[config.mk]
export PLATFORM = sky130hd
export DESIGN_NAME = bishift_feeder
export DESIGN_NICKNAME = d
export VERILOG_FILES = /design/src/rtl/bishift_pkg.sv /design/src/rtl/bishift_bitcnt.sv /design/src/rtl/bishift_feeder.sv
export SDC_FILE = /design/constraint.sdc
export NUM_CORES = 1
export LEC_CHECK = 0
export CAP_MARGIN = 20
export CORE_MARGIN = 4
export CORE_UTILIZATION = 45
export DETAILED_ROUTE_END_ITERATION = 10
export HOLD_SLACK_MARGIN = 0.12
export PLACE_DENSITY_LB_ADDON = 0.1
export SKIP_CTS_REPAIR_TIMING = 1
export SLEW_MARGIN = 20
export SYNTH_ARGS = -nofsm -noshare
export SYNTH_HDL_FRONTEND = slang
export SYNTH_SLANG_ARGS = --single-unit
[constraint.sdc]
create_clock -name clk -period 3.25 [get_ports clk]
set_input_delay 0.325 -clock clk [delete_from_list [all_inputs] [get_ports clk]]
set_output_delay 0.325 -clock clk [all_outputs]
set_load 0.005 [all_outputs]
[src/rtl/bishift_pkg.sv]
// ============================================================================
// Module      : bishift_pkg
// Description : Shared types and constants for the bidirectional shift
//               register feeder (state encoding, direction codes, width).
// Revision    : 1.0 - initial release
// ============================================================================
`default_nettype none

package bishift_pkg;

    // Feeder state encoding
    typedef enum logic [1:0] {
        ST_IDLE  = 2'd0,
        ST_SHIFT = 2'd1,
        ST_DONE  = 2'd2
    } state_e;

    // Direction codes as seen by the downstream shift register
    localparam logic DIR_LEFT  = 1'b0;
    localparam logic DIR_RIGHT = 1'b1;

    // Default downstream register width
    localparam int BISHIFT_W = 4;

endpackage : bishift_pkg

`default_nettype wire

[src/rtl/bishift_bitcnt.sv]
// ============================================================================
// Module      : bishift_bitcnt
// Description : Bit-position counter for the feeder. Exposes the next-state
//               value so the feeder can pre-select the bit it will drive on
//               the following cycle, plus a flag marking the final position.
// Revision    : 1.0 - initial release
// ============================================================================
`default_nettype none

module bishift_bitcnt
    import bishift_pkg::*;
#(
    parameter  int WIDTH = BISHIFT_W,
    localparam int CW    = $clog2(WIDTH)
) (
    input  logic          clk,
    input  logic          rst,
    input  logic          clr_i,
    input  logic          inc_i,
    output logic [CW-1:0] cnt_next_o,
    output logic          last_o
);

    localparam logic [CW-1:0] LAST_POS = CW'(WIDTH - 1);

    logic [CW-1:0] cnt_q;
    logic [CW-1:0] cnt_d;

    // Next count: clear on word accept, advance after each consumed bit
    always_comb begin
        cnt_d = cnt_q;
        if (clr_i) begin
            cnt_d = '0;
        end else if (inc_i) begin
            cnt_d = cnt_q + CW'(1);
        end
    end

    // Counter register with synchronous active-low reset
    always_ff @(posedge clk) begin
        if (!rst) begin
            cnt_q <= '0;
        end else begin
            cnt_q <= cnt_d;
        end
    end

    assign cnt_next_o = cnt_d;
    assign last_o     = (cnt_q == LAST_POS);

endmodule : bishift_bitcnt

`default_nettype wire

[src/rtl/bishift_feeder.sv]
// ============================================================================
// Module      : bishift_feeder
// Description : Serial driver for a WIDTH-bit bidirectional shift register.
//               Accepts a word + direction over valid/ready, drives en/dir
//               and the selected serial line for WIDTH active cycles so the
//               word lands intact in the downstream q, then pulses done.
//               Optional: define BISHIFT_FEEDER_PAUSE_EN to add a 'pause'
//               input that stalls shifting while high in SHIFT.
// Revision    : 1.0 - initial release
// ============================================================================
`default_nettype none

module bishift_feeder
    import bishift_pkg::*;
#(
    parameter  int WIDTH = BISHIFT_W,
    localparam int CW    = $clog2(WIDTH)
) (
    input  logic             clk,
    input  logic             rst,
    input  logic             in_valid,
    output logic             in_ready,
    input  logic [WIDTH-1:0] in_data,
    input  logic             in_dir,
    output logic             en,
    output logic             dir,
    output logic             sin_l,
    output logic             sin_r,
    output logic             busy,
    output logic             done
`ifdef BISHIFT_FEEDER_PAUSE_EN
    ,
    input  logic             pause
`endif
);

    localparam logic [CW-1:0] LAST_POS = CW'(WIDTH - 1);

    state_e             state_q;
    logic [WIDTH-1:0]   hold_q;
    logic               en_q;
    logic               dir_q;
    logic               sin_l_q;
    logic               sin_r_q;
    logic               busy_q;
    logic               done_q;

    logic               w_pause;
    logic               w_accept;
    logic               w_cnt_inc;
    logic [CW-1:0]      w_cnt_next;
    logic               w_cnt_last;
    logic [WIDTH-1:0]   w_src_word;
    logic               w_src_dir;
    logic               w_bit;

`ifdef BISHIFT_FEEDER_PAUSE_EN
    assign w_pause = pause;
`else
    assign w_pause = 1'b0;
`endif

    // Counter advances only after a cycle in which en was actually asserted
    bishift_bitcnt #(
        .WIDTH (WIDTH)
    ) u_bitcnt (
        .clk        (clk),
        .rst        (rst),
        .clr_i      (w_accept),
        .inc_i      (w_cnt_inc),
        .cnt_next_o (w_cnt_next),
        .last_o     (w_cnt_last)
    );

    // Select the bit to present next: LSB-first toward sin_r, MSB-first toward sin_l
    always_comb begin
        w_accept   = (state_q == ST_IDLE) && in_valid;
        w_cnt_inc  = (state_q == ST_SHIFT) && en_q;
        w_src_word = w_accept ? in_data : hold_q;
        w_src_dir  = w_accept ? in_dir  : dir_q;
        if (w_src_dir == DIR_RIGHT) begin
            w_bit = w_src_word[w_cnt_next];
        end else begin
            w_bit = w_src_word[LAST_POS - w_cnt_next];
        end
    end

    // Control FSM with all handshake-facing outputs registered
    always_ff @(posedge clk) begin
        if (!rst) begin
            state_q <= ST_IDLE;
            hold_q  <= '0;
            en_q    <= 1'b0;
            dir_q   <= DIR_LEFT;
            sin_l_q <= 1'b0;
            sin_r_q <= 1'b0;
            busy_q  <= 1'b0;
            done_q  <= 1'b0;
        end else begin
            case (state_q)
                ST_IDLE: begin
                    done_q <= 1'b0;
                    if (w_accept) begin
                        state_q <= ST_SHIFT;
                        hold_q  <= in_data;
                        dir_q   <= in_dir;
                        en_q    <= 1'b1;
                        busy_q  <= 1'b1;
                        sin_r_q <= (in_dir == DIR_RIGHT) && w_bit;
                        sin_l_q <= (in_dir == DIR_LEFT)  && w_bit;
                    end
                end
                ST_SHIFT: begin
                    if (en_q && w_cnt_last) begin
                        // Final bit consumed at this edge
                        state_q <= ST_DONE;
                        en_q    <= 1'b0;
                        sin_l_q <= 1'b0;
                        sin_r_q <= 1'b0;
                        done_q  <= 1'b1;
                    end else begin
                        en_q    <= !w_pause;
                        sin_r_q <= (dir_q == DIR_RIGHT) && w_bit;
                        sin_l_q <= (dir_q == DIR_LEFT)  && w_bit;
                    end
                end
                ST_DONE: begin
                    state_q <= ST_IDLE;
                    done_q  <= 1'b0;
                    busy_q  <= 1'b0;
                end
                default: begin
                    state_q <= ST_IDLE;
                    en_q    <= 1'b0;
                    sin_l_q <= 1'b0;
                    sin_r_q <= 1'b0;
                    busy_q  <= 1'b0;
                    done_q  <= 1'b0;
                end
            endcase
        end
    end

    assign in_ready = (state_q == ST_IDLE);
    assign en       = en_q;
    assign dir      = dir_q;
    assign sin_l    = sin_l_q;
    assign sin_r    = sin_r_q;
    assign busy     = busy_q;
    assign done     = done_q;

endmodule : bishift_feeder

`default_nettype wire
## Word-level counts from Yosys, hierarchy flattened

Cells that the tools add are included.

| word-level totals | value |
|---|---|
| register bits | 14 |
| bits of input ports | 8 |

| operators by class | value |
|---|---|
| $add $sub $neg | 2 |
| equality and inequality tests | 5 |
| bitwise operators | 4 |
| $lt $le $gt $ge | 2 |
| reductions and logical operators | 12 |
| multiplexer cells | 22 |

Operator list:

| operator | number |
|---|---|
| $mux 1 | 10 |
| $pmux 1 s3 | 3 |
| $mux 2 | 4 |
| $reduce_and 2->1 | 4 |
| $logic_and 1x1->1 | 7 |
| $lt 2x3->1 const B | 2 |
| $bmux 1 s2 | 2 |
| $eq 2x2->1 const B | 2 |
| $mux 4 | 1 |
| $ne 2x1->1 const B | 2 |
| $not 1->1 | 4 |
| $pmux 2 s2 | 1 |
| $add 2x1->2 const B | 1 |
| $eq 2x1->1 const B | 1 |
| $logic_not 2->1 | 1 |
| $pmux 1 s2 | 1 |
| $sub 2x2->2 const A | 1 |

## Longest topological paths before layout

| logic depth | value |
|---|---|
| depth in word-level cells | 11 |
| mapped depth | 7 |
| mapped depth without buffers | 7 |

## Cells and area by module

A second synthesis with hierarchy kept.

| unflattened totals | value |
|---|---|
| cell total of the unflattened synthesis | 72 |
| area, all modules | 705.7 um^2 |

By module, submodules not included:

| module | area an instance (um^2) | times used | cells each | sequential area each (um^2) |
|---|---|---|---|---|
| bishift_feeder | 613.1 | 1 | 62 | 240.2 |
| bishift_bitcnt | 92.6 | 1 | 10 | 40.0 |

## Least setup slack after synthesis

Ideal clock, no wire load.

| path | value |
|---|---|
| kind | reg-to-reg |
| start | register u_bitcnt.cnt_q[0] |
| end | register sin_l_q, in the netlist sin_l |
| path slack | 1.371 ns |
| period minus slack after synthesis | 1.879 ns |
| stages on the path, launching flop included | 8 |
| required time | 3.133 ns |
| buffers on the path | 0 |
| library setup time | 0.117 ns |
| arrival | 1.761 ns |
| path through | dfxtp_1 ha_1 nor2b_1 a221o_1 or3_1 nand2_1 a211oi_1 a32o_1 |

| between the ends | value |
|---|---|
| cells in the longest elaborated chain, start to end | 10 |

Ends and longest elaborated chain:

| item | line | RTL |
|---|---|---|
| start: declaration | bishift_bitcnt.sv:26 | `logic [CW-1:0] cnt_q;` |
| start signal: assignment | bishift_bitcnt.sv:44 | `cnt_q <= cnt_d;` |
| $add 2x1->2 | bishift_bitcnt.sv:35 | `cnt_d = cnt_q + CW'(1);` |
| $mux 2 | bishift_bitcnt.sv:34 | `end else if (inc_i) begin` |
| $mux 2 | bishift_bitcnt.sv:32 | `if (clr_i) begin` |
| $sub 2x2->2 | bishift_feeder.sv:84 | `w_bit = w_src_word[LAST_POS - w_cnt_next];` |
| $bmux 1 s2 | bishift_feeder.sv:84 |  |
| $mux 1 (implied by the code) | bishift_feeder.sv:84 |  |
| $mux 1 | bishift_feeder.sv:81 | `if (w_src_dir == DIR_RIGHT) begin` |
| $logic_and 1x1->1 (on tied branches) | bishift_feeder.sv:124, bishift_feeder.sv:110 |  |
| $mux 1 (on tied branches) | bishift_feeder.sv:114, bishift_feeder.sv:103 |  |
| $pmux 1 s3 (*) | bishift_feeder.sv:100 | `case (state_q)` |
| end signal: assignment | bishift_feeder.sv:110 | `sin_l_q <= (in_dir == DIR_LEFT) && w_bit;` |
| end signal: assignment | bishift_feeder.sv:124 | `sin_l_q <= (dir_q == DIR_LEFT) && w_bit;` |
| end: declaration | bishift_feeder.sv:43 | `logic sin_l_q;` |

Mark *: on every way between the ends. The rest lies on a longest branch, timed or not. The select of a mux whose other input is x is not followed.
A chain may end at the register's enable or synchronous reset.

## Worst setup path in the final report

| path | value |
|---|---|
| start | input port in_valid |
| end | register sin_l_q, in the netlist sin_l |

| between the ends | value |
|---|---|
| cells in the longest elaborated chain, start to end | 9 |

Ends and longest elaborated chain:

| item | line | RTL |
|---|---|---|
| start: declaration | bishift_feeder.sv:21 | `input logic in_valid,` |
| $logic_and 1x1->1 (*) | bishift_feeder.sv:77 | `w_accept = (state_q == ST_IDLE) && in_valid;` |
| $mux 2 | bishift_bitcnt.sv:32 |  |
| $sub 2x2->2 | bishift_feeder.sv:84 |  |
| $bmux 1 s2 | bishift_feeder.sv:84 |  |
| $mux 1 (implied by the code) | bishift_feeder.sv:84 |  |
| $mux 1 | bishift_feeder.sv:81 |  |
| $logic_and 1x1->1 (on tied branches) | bishift_feeder.sv:124, bishift_feeder.sv:110 |  |
| $mux 1 (on tied branches) | bishift_feeder.sv:114, bishift_feeder.sv:103 |  |
| $pmux 1 s3 | bishift_feeder.sv:100 |  |

Marks and branches as above.

==> out/results.tsv <==
stage	metric	value	unit
yosys	Mapped Area	687	µm²
worst_setup_path	Cell Chain, Critical Path	clkdlybuf4s50_1, nor3b_4, mux2i_1, or3_1, nand2_1, a211oi_1, a32o_1	
routing	drt pass-1 iters	4	
cts	Max clock buf depth	2	
yosys	Seq/Total Area, Yosys	40.8	%
cts	CTS sink count	14	
floorplanning	die height	47.1	µm
hold_path	Worst Hold Path EP	busy	
placed_design	input/output buffers	14	
hold_path	worst hold stages	1	
worst_setup_path	family with the most delay on the worst path	simple AND/OR/NAND/NOR gates	
global_routing	pin count of the biggest net entering global routing	16	
timing	Slew HR	64.6	%
worst_setup_path	R2R Path End	sin_l	
timing	Slew Viols, Final	0	
worst_setup_path	crit end category	flip-flop	
routing	DR WL/cell	13.0	µm
yosys	Top FF cell, synth	dfxtp_1	
worst_setup_path	Reg2Reg Setup Slack	1.03	ns
timing	TNS Setup	0	ns
final_layout	Design Area, Final	865	µm²
pwr	Pleak	0.352	nW
floorplanning	Die Width	47.1	µm
final_layout	share of post-route cells with drive strength above 1	4.44	%
cts	root buf cell	clkbuf_4	
timing	Peak Freq	432	MHz
final_layout	Layout area overhead	25.9	%
placed_design	Cell Area, Placed	842	µm²
placed_design	final RePlAce weighted congestion	0.740	
placed_design	pre-CTS setup slack	0.641	ns
yosys	EDFF count, synth	0	
placed_design	hpwl dp	1070	µm
pwr	Reg power frac	54.5	%
timing	Setup-failing EPs final	0	
yosys	Post-Syn Instances	74	
global_routing	vias in the first global route	503	
routing	final WL	1360	µm
worst_setup_path	worst-path fanout max	8	
pwr	pwr dens	403	nW/µm²
global_routing	gr ovfl total	0	
final_layout	diode count	0	
floorplanning	io pins	15	
global_routing	GRT Overall Usage	14.2	%
worst_setup_path	slowest stage cell, crit path	clkdlybuf4s50_1	
yosys	#FFs+latches synth	14	
worst_setup_path	type of origin of the critical path	input pin	
final_layout	Final #Nets	101	
cts	TritonCTS clock tree	yes	
pwr	switch share	24.9	%
hold_path	HP Class	reg2reg	
routing	DRT iter0 DRCs	14	
timing	final hold violations	0	
yosys	Yosys cell types	29	
timing	final period utilization	71.2	%
yosys	Post-Syn Nets	83	
timing	worst slew pin tran	0.517	ns
pwr	Comb pwr share	18.9	%
final_layout	Layout fillers	123	
cts	Worst-path clk slew	0.08	ns
pwr	VDD IR max	387	µV
hold_path	startpoint of the worst hold path	busy	
timing	clk_skew	0.00291	ns
floorplanning	Starting Density	50.3	%
worst_setup_path	Bufs and invs on worst path	1	
yosys	Yosys Warn Count	0	
run	number of max-cap violations	0	
worst_setup_path	CP peak stage delay	0.53	ns
worst_setup_path	Worst Path Arrival	2.53	ns
pwr	Pint	0.261	mW
yosys	Async SR Flop Fraction	0	%
routing	Final ANT Viol Nets	0	
cts	clk_lat worst skew	0.27	ns
timing	setup repair after global routing missed its margin	no	
routing	Vias/cell	5.50	
floorplanning	die area	2220	µm²
floorplanning	core area	1370	µm²
floorplanning	Site Rows	13	
yosys	post-synthesis area per instance	9.28	µm²
pwr	part of the power in the clock network	26.6	%
worst_setup_path	crit path kind	in2reg	
pwr	Psw	0.0867	mW
timing	setup ws final	0.937	ns
timing	min cycle time layout	2.31	ns
routing	DRC violations left	0	
worst_setup_path	CP required	3.47	ns
routing	via count	577	
worst_setup_path	FF-to-FF Start	state_q[0]	
status	status	complete, no violations	
global_routing	initial antenna violation count	0	
global_routing	first-pass GRT wire length	2160	µm
cts	CTS H-Tree Depth	1	
worst_setup_path	R2R cell count	6	
cts	CTS buffer count	3	
[cell families (layout without fill, tap and decap cells)]
logic type | after synthesis | in the layout | synth area share, %
compound gates | 16 | 16 | 17.3
fa+ha+maj | 1 | 1 | 1.82
buf+inv | 2 | 18 | 1.09
flops | 14 | 14 | 40.8
mux | 6 | 6 | 8.74
simple gates | 35 | 35 | 30.2
[sequential cells by signal (all words and copies together), names as in the netlist]
| register | flops |
|---|---|
| sin_l | 1 |
| dir | 1 |
| state_q | 2 |
| done | 1 |
| busy | 1 |
| en | 1 |
| u_bitcnt.cnt_q | 2 |
| sin_r | 1 |
| hold_q | 4 |
[area by class of cell]
type	count	area, µm²	area share (%)
Inverter	1	3.75	0.434
Timing Repair Buffer	14	140	16.2
Sequential cell	14	280	32.4
Tap cell	15	18.8	2.17
Multi-Input combinational cell	58	399	46.2
Clock buffer	3	22.5	2.60
[worst reg2reg max path: stages (launching register included)]
cell and delay [ns]:
dfxtp_1 0.46, nor3b_4 0.43, mux2i_1 0.53, or3_1 0.19, nand2_1 0.05, a211oi_1 0.31, a32o_1 0.21
[how the worst max path moves through the flow]
stage / endpoint / from / slack (ns) / depth (start not counted)
detailed placement: sin_r / in_valid / 0.64 / 6
global route: sin_r / in_valid / 0.73 / 7
global placement: sin_r / in_valid / 0.71 / 7
finish: sin_l / in_valid / 0.94 / 7
floorplan: sin_l / u_bitcnt.cnt_q[0] / 1.37 / 7
CTS: sin_r / in_valid / 0.93 / 6
[power groups by stage]
stage	Sequential [mW]	Clock (mW)	Combinational, mW
3_5_place_dp	0.194	0	0.0661
6_report	0.190	0.0927	0.0657
2_1_floorplan	0.191	0	0.0399
4_1_cts	0.190	0.0983	0.0663
3_3_place_gp	0.193	0	0.0647
5_1_grt	0.191	0.108	0.0723
[synthesized netlist by cell type, drive strengths merged, types with 3 or more instances]
| cell | instances | area, µm² |
|---|---|---|
| and2 | 3 | 18.8 |
| o21ai | 3 | 15.0 |
| nor2 | 4 | 15.0 |
| nor2b | 8 | 50.1 |
| dfxtp | 14 | 280 |
| nand2 | 7 | 26.3 |
| mux2i | 6 | 60.1 |
[layer usage]
layer / GRT usage (%) / part of all wire (%) / vias to the layer above
li1: - / - / 308
met1: 16.8 / 48 / 255
met2: 22.0 / 44 / 12
met3: 7.66 / 6.7 / 2
met4: 4.97 / 0.96 / 0
met5: 0 / 0 / -
[cells in the final DEF (no fill, tap or decap), types with 2 or more instances in the layout]
cell	netlist	layout
o21ai_0	3	3
a211oi_1	2	2
and2_1	3	3
a221o_1	2	2
nor2_1	4	4
nand2_1	7	7
nand2b_1	2	2
and3b_1	2	2
nor3_1	2	2
a32o_1	2	2
clkbuf_4	0	3
clkdlybuf4s50_1	0	14
nor2b_1	8	8
mux2i_1	6	6
nand3_1	2	2
dfxtp_1	14	14
[metrics by stage]
| stage | hold WS (ns) | total power, mW | utilization (%) | instances |
|---|---|---|---|---|
| after floorplan | 0.447 | 0.231 | - | 74 |
| after global placement | 0.450 | 0.258 | 61.6 | 102 |
| after detailed placement | 0.452 | 0.260 | 61.6 | 102 |
| after CTS | 0.470 | 0.354 | 63.3 | 105 |
| after global routing | 0.486 | 0.372 | 63.3 | 105 |
| final | 0.468 | 0.348 | 63.3 | 105 |
(Power assumes the default switching activity.)
